===== src/rtl/flopr_univ.sv =====
// flopr_univ: universal register with load, shift, rotate and count modes.
// Registered shift-out/carry flag plus combinational zero detect.
module flopr_univ #(
  parameter int              WIDTH     = 4,
  parameter logic [WIDTH-1:0] RESET_VAL = '0
) (
  input  logic             clk,
  input  logic             reset,
  input  logic             en,
  input  logic             clr,
  input  logic [2:0]       mode,
  input  logic [WIDTH-1:0] d,
  input  logic             sin,
  output logic [WIDTH-1:0] q,
  output logic             co,
  output logic             zero
);

  typedef enum logic [2:0] {
    M_HOLD = 3'b000,
    M_LOAD = 3'b001,
    M_SHL  = 3'b010,
    M_SHR  = 3'b011,
    M_ROL  = 3'b100,
    M_ROR  = 3'b101,
    M_INC  = 3'b110,
    M_DEC  = 3'b111
  } mode_t;

  localparam logic [WIDTH-1:0] ONE = WIDTH'(1);

  logic [WIDTH-1:0] q_nxt;
  logic             co_nxt;
  mode_t            op;

  assign op = mode_t'(mode);

  // Next value of q/co for the selected operation when enabled.
  always_comb begin
    q_nxt  = q;
    co_nxt = co;
    unique case (op)
      M_HOLD: begin
        q_nxt  = q;
        co_nxt = co;
      end
      M_LOAD: begin
        q_nxt  = d;
        co_nxt = 1'b0;
      end
      M_SHL: begin
        q_nxt  = {q[WIDTH-2:0], sin};
        co_nxt = q[WIDTH-1];
      end
      M_SHR: begin
        q_nxt  = {sin, q[WIDTH-1:1]};
        co_nxt = q[0];
      end
      M_ROL: begin
        q_nxt  = {q[WIDTH-2:0], q[WIDTH-1]};
        co_nxt = q[WIDTH-1];
      end
      M_ROR: begin
        q_nxt  = {q[0], q[WIDTH-1:1]};
        co_nxt = q[0];
      end
      M_INC: begin
        q_nxt  = q + ONE;
        co_nxt = &q;
      end
      M_DEC: begin
        q_nxt  = q - ONE;
        co_nxt = ~|q;
      end
      default: begin
        q_nxt  = q;
        co_nxt = co;
      end
    endcase
  end

  // State register: async reset, then clear, then enabled operation.
  always_ff @(posedge clk or negedge reset) begin
    if (!reset) begin
      q  <= RESET_VAL;
      co <= 1'b0;
    end else if (clr) begin
      q  <= RESET_VAL;
      co <= 1'b0;
    end else if (en) begin
      q  <= q_nxt;
      co <= co_nxt;
    end
  end

  assign zero = (q == '0);

endmodule


===== config.mk =====
export PLATFORM = sky130hd
export DESIGN_NAME = flopr_univ
export DESIGN_NICKNAME = d
export VERILOG_FILES = /design/src/rtl/flopr_univ.sv
export SDC_FILE = /design/constraint.sdc
export NUM_CORES = 1
export LEC_CHECK = 0
export BUFFER_PORTS_ARGS = -buffer_cell sky130_fd_sc_hd__buf_2
export CAP_MARGIN = 10
export CORE_AREA = 2 2 39 41
export CTS_BUF_LIST = sky130_fd_sc_hd__clkbuf_4 sky130_fd_sc_hd__clkbuf_8 sky130_fd_sc_hd__clkbuf_16
export CTS_CLUSTER_SIZE = 40
export DETAILED_ROUTE_END_ITERATION = 6
export DIE_AREA = 0 0 41 43
export PLACE_DENSITY = 0.75
export SLEW_MARGIN = 10
export SYNTH_ARGS = -nofsm -noshare
export SYNTH_HDL_FRONTEND = slang
export SYNTH_SLANG_ARGS = --single-unit

===== constraint.sdc =====
create_clock -name clk -period 2.9 [get_ports clk]
set_clock_uncertainty 0.05 [all_clocks]
set_input_delay 0.435 -clock clk [delete_from_list [all_inputs] [get_ports clk]]
set_output_delay 0.435 -clock clk [all_outputs]
set_load 0.01 [all_outputs]

==> results by group, run 1 <==
Global routing
  • Initial antenna violation count: 0
  • Met1 Resource Use GR: 0.327
  • Largest net degree at the start of global routing: 18
  • Global-route congestion overflow total: 0
  • GRT Max-Usage Layer: met1
  • All-Layer GR Usage: 0.239
  • M3 GR Usage: 0.105
  • Global-route wire length before repair: about 2.8 mm
  • Grt met2 use: 0.316
  • Vias in the first global route: approximately 580

Floorplanning
  • Die Area: 0.00176 mm²
  • Core Rows: 14
  • IO Pins: 18
  • Core area: 0.00138 mm²
  • Initial Utilization: 0.409
  • Die H: around 43 µm
  • Die W: roughly 41 µm

Clock tree
  • Clock sinks: 5
  • CTS tree: done
  • Post-cts resize count: 0
  • Hold buffers post-CTS: 1
  • H-tree depth: 1
  • CTS root buffer: clkbuf_4
  • Clock Latency Late Sink: 260 ps
  • Maximum root-to-sink buffer count: 2
  • CTS buffer count: 3
  • Clock transition at the registers of the reported paths: around 50 ps
  • # Post-CTS Setup Buffers: 0

Synth
  • Top post-synthesis cells by count: nand2_1, dfrtp_1
  • Seq cells post-synth: 5
  • Post-synth EDFFs: 0
  • Register area share after synthesis: 0.221
  • Synthesized cell area: about 570 µm²
  • Post-synth top area cell: dfrtp_1
  • Ys flop type: dfrtp_1
  • Ys Warns: 0
  • Post-synth top area share: 0.221
  • Post-synth net total: 83
  • Count leader, synth: nand2_1
  • Ys async rst share: 1.00
  • Syn Area/Cell: between 8 and 9 µm²
  • Synth area leaders: dfrtp_1, nand2_1, mux2i_4
  • Synth cell types: 40
  • Post-synthesis cell count: 70

Worst setup path
  • Worst Path Required: ~3000 ps
  • Cell count of the worst reg-to-reg path: 6
  • Arr. time, crit path: 2170 ps
  • Startpoint Class: primary input
  • R2r setup slk: around 1000 ps
  • Crit path max fanout: 17
  • FF-to-FF Start: q[1]
  • Crit Path Category: primary input to flop
  • R2r endpoint: q[2]
  • Nature of the critical path endpoint: flop

Min path
  • Hold path depth: 2
  • Worst Hold Launch: clr
  • Min-delay worst type: primary input to flop
  • Hold EP: q[1]

Place
  • Post-DP HPWL: 1.10 mm
  • Number of cells after detailed placement: roughly 100
  • Area of placed instances: between 600 and 700 µm²
  • Pre-CTS setup slack: roughly 580 ps
  • Placer Congestion: between 0.8 and 0.9
  • I/O Buffers: 17

Layout
  • Area delta synth->final: 19.9%
  • Fin util: 0.490
  • Share of layout cells above drive strength 1: 0.276
  • FILL cells: 141
  • Final nets: about 100
  • Cell area after layout: about 680 µm²
  • ANT cells: 0
  • Non-Filler Instances: slightly above 100

STA
  • Final worst setup slack: about 820 ps
  • Worst-Margin Slew: ~350 ps
  • Worst hold slack: ~320 ps
  • Fmax: 0.482 GHz
  • Setup-failing EPs final: 0
  • Period minus WS final: between 2000 and 2500 ps
  • Total Neg Setup Slack: 0 ps
  • Crit share post-route: 0.716
  • Unrepaired setup endpoints after global routing: false
  • Final Hold Vio Count: 0
  • Worst rel slew slack: 0.768
  • Max-slew violation count: 0

Job
  • Max_cap viols: 0

Power
  • Pleak: 0.297 nW
  • Switching fraction of total power: 0.344
  • Net switching power: around 90 µW
  • Cell Int Power: ~170 µW
  • Pwr per Cell Area: slightly below 400 mW/mm²
  • Seq pwr share: 0.322
  • Clock power share: 0.380
  • Pwr Total: roughly 260 µW
  • Peak VDD IR: about 0.16 mV
  • Part of the power in combinational logic: 0.299

Outcome
  • Status: finished clean

Detailed routing
  • Wirelength, routed: roughly 1.5 mm
  • DRT antenna net count: 0
  • DR pass1 iterations: 4
  • Drt via density: between 6 and 7
  • Post-route DRC: 0
  • Vias post-DR: ~630
  • DR WL/cell: 14.7 µm
  • Initial detailed-routing violation count: 21
## final cells by class
type / instances / area (µm²) / area share
clock buffer: 4 / 30.0 / 0.0443
timing repair buffer: 18 / 95.1 / 0.140
inverter: 3 / 11.3 / 0.0166
sequential: 5 / 125 / 0.185
multi-input combinational: 57 / 397 / 0.585
tap: 16 / 20.0 / 0.0295
## cell families after synthesis
kind of cell / Yosys count / share of synthesized area
xor gates and xnor gates: 2 / 0.0310
adders and majority gates: 1 / 0.0221
buffers and inverters: 8 / 0.0774
DFF: 5 / 0.221
and+or+nand+nor: 27 / 0.250
AOI/OAI and AO/OA: 23 / 0.303
muxes: 4 / 0.0951
## power by group through the flow
stage               Sequential [mW]  Clock, mW  Combinational [mW]
finish                       0.0840     0.0991              0.0780
global route                 0.0854      0.106              0.0883
CTS                          0.0838      0.102              0.0781
detailed placement           0.0849          0              0.0767
global placement             0.0849          0              0.0758
floorplan                    0.0838          0              0.0531
## how the worst max path moves through the flow
stage	depth (start not counted)	to	start
finish	8	q[2]	mode[0]
global route	8	q[2]	mode[0]
CTS	8	q[2]	mode[0]
detailed placement	8	q[2]	mode[0]
global placement	8	q[2]	mode[0]
floorplan	8	q[2]	mode[1]
## routing by layer
| metal | vias to the layer above | routed length (µm) |
|---|---|---|
| met5 | - | 0 |
| met3 | 6 | 123 |
| met4 | 0 | 45 |
| li1 | 301 | - |
| met2 | 31 | 716 |
| met1 | 296 | 627 |
## cell usage in the layout (no fill, tap or decap), drive strengths merged, types with 2 or more instances in the layout
cell type	instances
a211oi	2
a21oi	3
a311oi	2
a31oi	2
buf	17
clkbuf	4
dfrtp	5
inv	3
mux2i	3
nand2	8
nand2b	3
nand3	3
nor2	3
nor2b	2
nor3	2
o211ai	3
o21ai	2
or3	2
## sequential cells by signal, indices dropped and copies added (netlist names)
name  flops
q         4
co        1
## critical path, cell delays in order
cell and delay [ps]:
buf_2 270, nand3_1 230, xnor2_1 190, ha_1 210
nor3b_1 70, a2111oi_1 390, a31oi_1 80, a221o_1 300
(Power assumes the default switching activity.)
==> inputs of run 2 (changes only) <==
==> constraint.sdc (replaced) <==
create_clock -name clk -period 2 [get_ports clk]
set_clock_uncertainty 0.05 [all_clocks]
set_input_delay 0.3 -clock clk [delete_from_list [all_inputs] [get_ports clk]]
set_output_delay 0.3 -clock clk [all_outputs]
set_load 0.01 [all_outputs]
==> results by group, run 2 (same netlist as run 1, synthesis figures left out) <==
Power
  • Pleak: 0.321 nW (+8.1%)
  • Pwr per Cell Area: 534 mW/mm² (+39%)
  • Peak VDD IR: 0.268 mV (+64%)

Worst setup path
  • Nature of the critical path endpoint: primary output
  • Arr. time, crit path: 1410 ps (-760 ps)
  • Crit Path Category: flop to primary output
  • Crit path max fanout: 7 (-10)
  • Crit path from: q[1]
  • Worst Path Required: 1650 ps (-1350 ps)
  • FF-to-FF Start: q[1]
  • Startpoint Class: flop

Detailed routing
  • Wirelength, routed: 1.54 mm (+2.0%)
  • DR pass1 iterations: 4 (unchanged)
  • DR WL/cell: 14.3 µm (-2.7%)
  • Initial detailed-routing violation count: 34 (+62%)
  • Drt via density: 5.87 (-4.6%)
  • Vias post-DR: 634 (unchanged)
  • DRT antenna net count: 0 (unchanged)
  • Post-route DRC: 0 (unchanged)

Clock tree
  • Clock transition at the registers of the reported paths: 40 ps (about the same)
  • CTS buffer count: 3 (unchanged)
  • Maximum root-to-sink buffer count: 2 (unchanged)
  • Post-cts resize count: 0 (unchanged)
  • Clock sinks: 5 (unchanged)
  • Clock Latency Late Sink: 250 ps (about the same)
  • # Post-CTS Setup Buffers: 0 (unchanged)
  • CTS root buffer: clkbuf_4
  • H-tree depth: 1 (unchanged)
  • CTS tree: done

Layout
  • Most frequent cells in the layout: buf_2, nand2_1, dfrtp_1, buf_4, clkbuf_4
  • Cell area after layout: 716 µm² (+5.5%)
  • Commonest non-fill, non-tap cell in the layout: buf_2
  • Area delta synth->final: 26.5%
  • Largest Register: q
  • Largest registers: q (4), co (1)
  • ANT cells: 0 (unchanged)
  • Largest register FFs: 4 (unchanged)
  • Final nets: 106 (+5.0%)
  • FILL cells: 137 (-2.8%)
  • Share of layout cells above drive strength 1: 0.315 (+0.0394)

Global routing
  • Vias in the first global route: 605 (+4.9%)
  • Global-route wire length before repair: 2.55 mm (-7.5%)
  • All-Layer GR Usage: 0.211 (-0.0285)
  • Largest net degree at the start of global routing: 17 (-1)
  • Initial antenna violation count: 0 (unchanged)
  • Global-route congestion overflow total: 0 (unchanged)

Floorplanning
  • Die H: 43 µm (unchanged)
  • Die Area: 0.00176 mm² (unchanged)
  • Initial Utilization: 0.409 (unchanged)
  • Core Rows: 14 (unchanged)
  • Die W: 41 µm (unchanged)
  • Core area: 0.00138 mm² (unchanged)
  • IO Pins: 18 (unchanged)

Outcome
  • Status: finished clean

STA
  • Period minus WS final: between 1500 and 2000 ps
  • Total Neg Setup Slack: 0 ps (unchanged)
  • Worst-Margin Slew: 364 ps (+17.2 ps)
  • Fmax: between 0.5 and 0.6 GHz
  • Final Hold Vio Count: 0 (unchanged)
  • Setup-failing EPs final: 0 (unchanged)
  • Max-slew violation count: 0 (unchanged)
  • Worst hold slack: 205 ps (-119 ps)
  • Unrepaired setup endpoints after global routing: false
  • Crit share post-route: 0.878
  • Worst rel slew slack: 0.757 (-0.0112)

Min path
  • Worst Hold Launch: clr
  • Min-delay worst type: primary input to flop

Place
  • Placer Congestion: 0.860 (-2.8%)
  • I/O Buffers: 17 (unchanged)
  • Area of placed instances: 676 µm² (+5.9%)
  • Post-DP HPWL: 1.13 mm (+3.4%)

Job
  • Max_cap viols: 0 (unchanged)
==> run 2: changes by cell type in the layout (fill, tap and decap cells not counted), sizes merged <==
cell and change:
buf +5
==> run 2: final timing paths <==
check / cells past startpoint / slack (ps) / endpoint
setup / recovery: 4 / 240 / zero
hold / removal: 2 / 200 / q[1]
setup reg to reg: 6 / 250 / q[2]
hold reg to reg: 2 / 460 / co
max in group asynchronous: 2 / 1420 / q[1]
min in group asynchronous: 2 / 330 / co
==> run 2: repair_timing <==
| item | CTS | global route |
|---|---|---|
| setup endpoints to repair | 0 | 0 |
| hold buffers | 1 | 0 |
| hold endpoints to repair | 5 | 0 |
==> run 2: through the flow <==
| step | power, mW | setup slack, ps | util | cells |
|---|---|---|---|---|
| after floorplan | 0.199 | 107 | - | 70 |
| after global placement | 0.241 | 214 | 0.488 | 103 |
| after detailed placement | 0.241 | 118 | 0.488 | 103 |
| after CTS | 0.385 | 235 | 0.517 | 108 |
| after global routing | 0.405 | 144 | 0.517 | 108 |
| final | 0.382 | 243 | 0.517 | 108 |
==> run 2: critical path: stages, from the launching register on <==
cell and delay (ps):
dfrtp_1 380, buf_4 170, or3_4 390, nor2_1 90, buf_2 130
==> run 2: power by group <==
part | leakage (nW) | internal, mW | switching, mW | total (mW)
clock | 0.0184 | 0.0895 | 0.0497 | 0.139
combinational | 0.235 | 0.0580 | 0.0654 | 0.123
sequential | 0.0676 | 0.108 | 0.0115 | 0.119
==> run 2: area by class of cell <==
| type | instances | area (µm²) | area share |
|---|---|---|---|
| repair buffers | 23 | 133 | 0.185 |
| multi-input cells | 57 | 397 | 0.554 |
| flip-flops and latches | 5 | 125 | 0.175 |
| clock buffers | 4 | 30.0 | 0.0420 |
| inverters | 3 | 11.3 | 0.0157 |
| well taps | 16 | 20.0 | 0.0280 |
==> run 2: per-layer routing <==
layer / GRT usage / vias up / routed length (µm)
met5: 0 / - / 0
met4: 0.0333 / 0 / 0
met3: 0.0995 / 0 / 138
met2: 0.309 / 32 / 758
met1: 0.280 / 287 / 645
li1: - / 315 / -
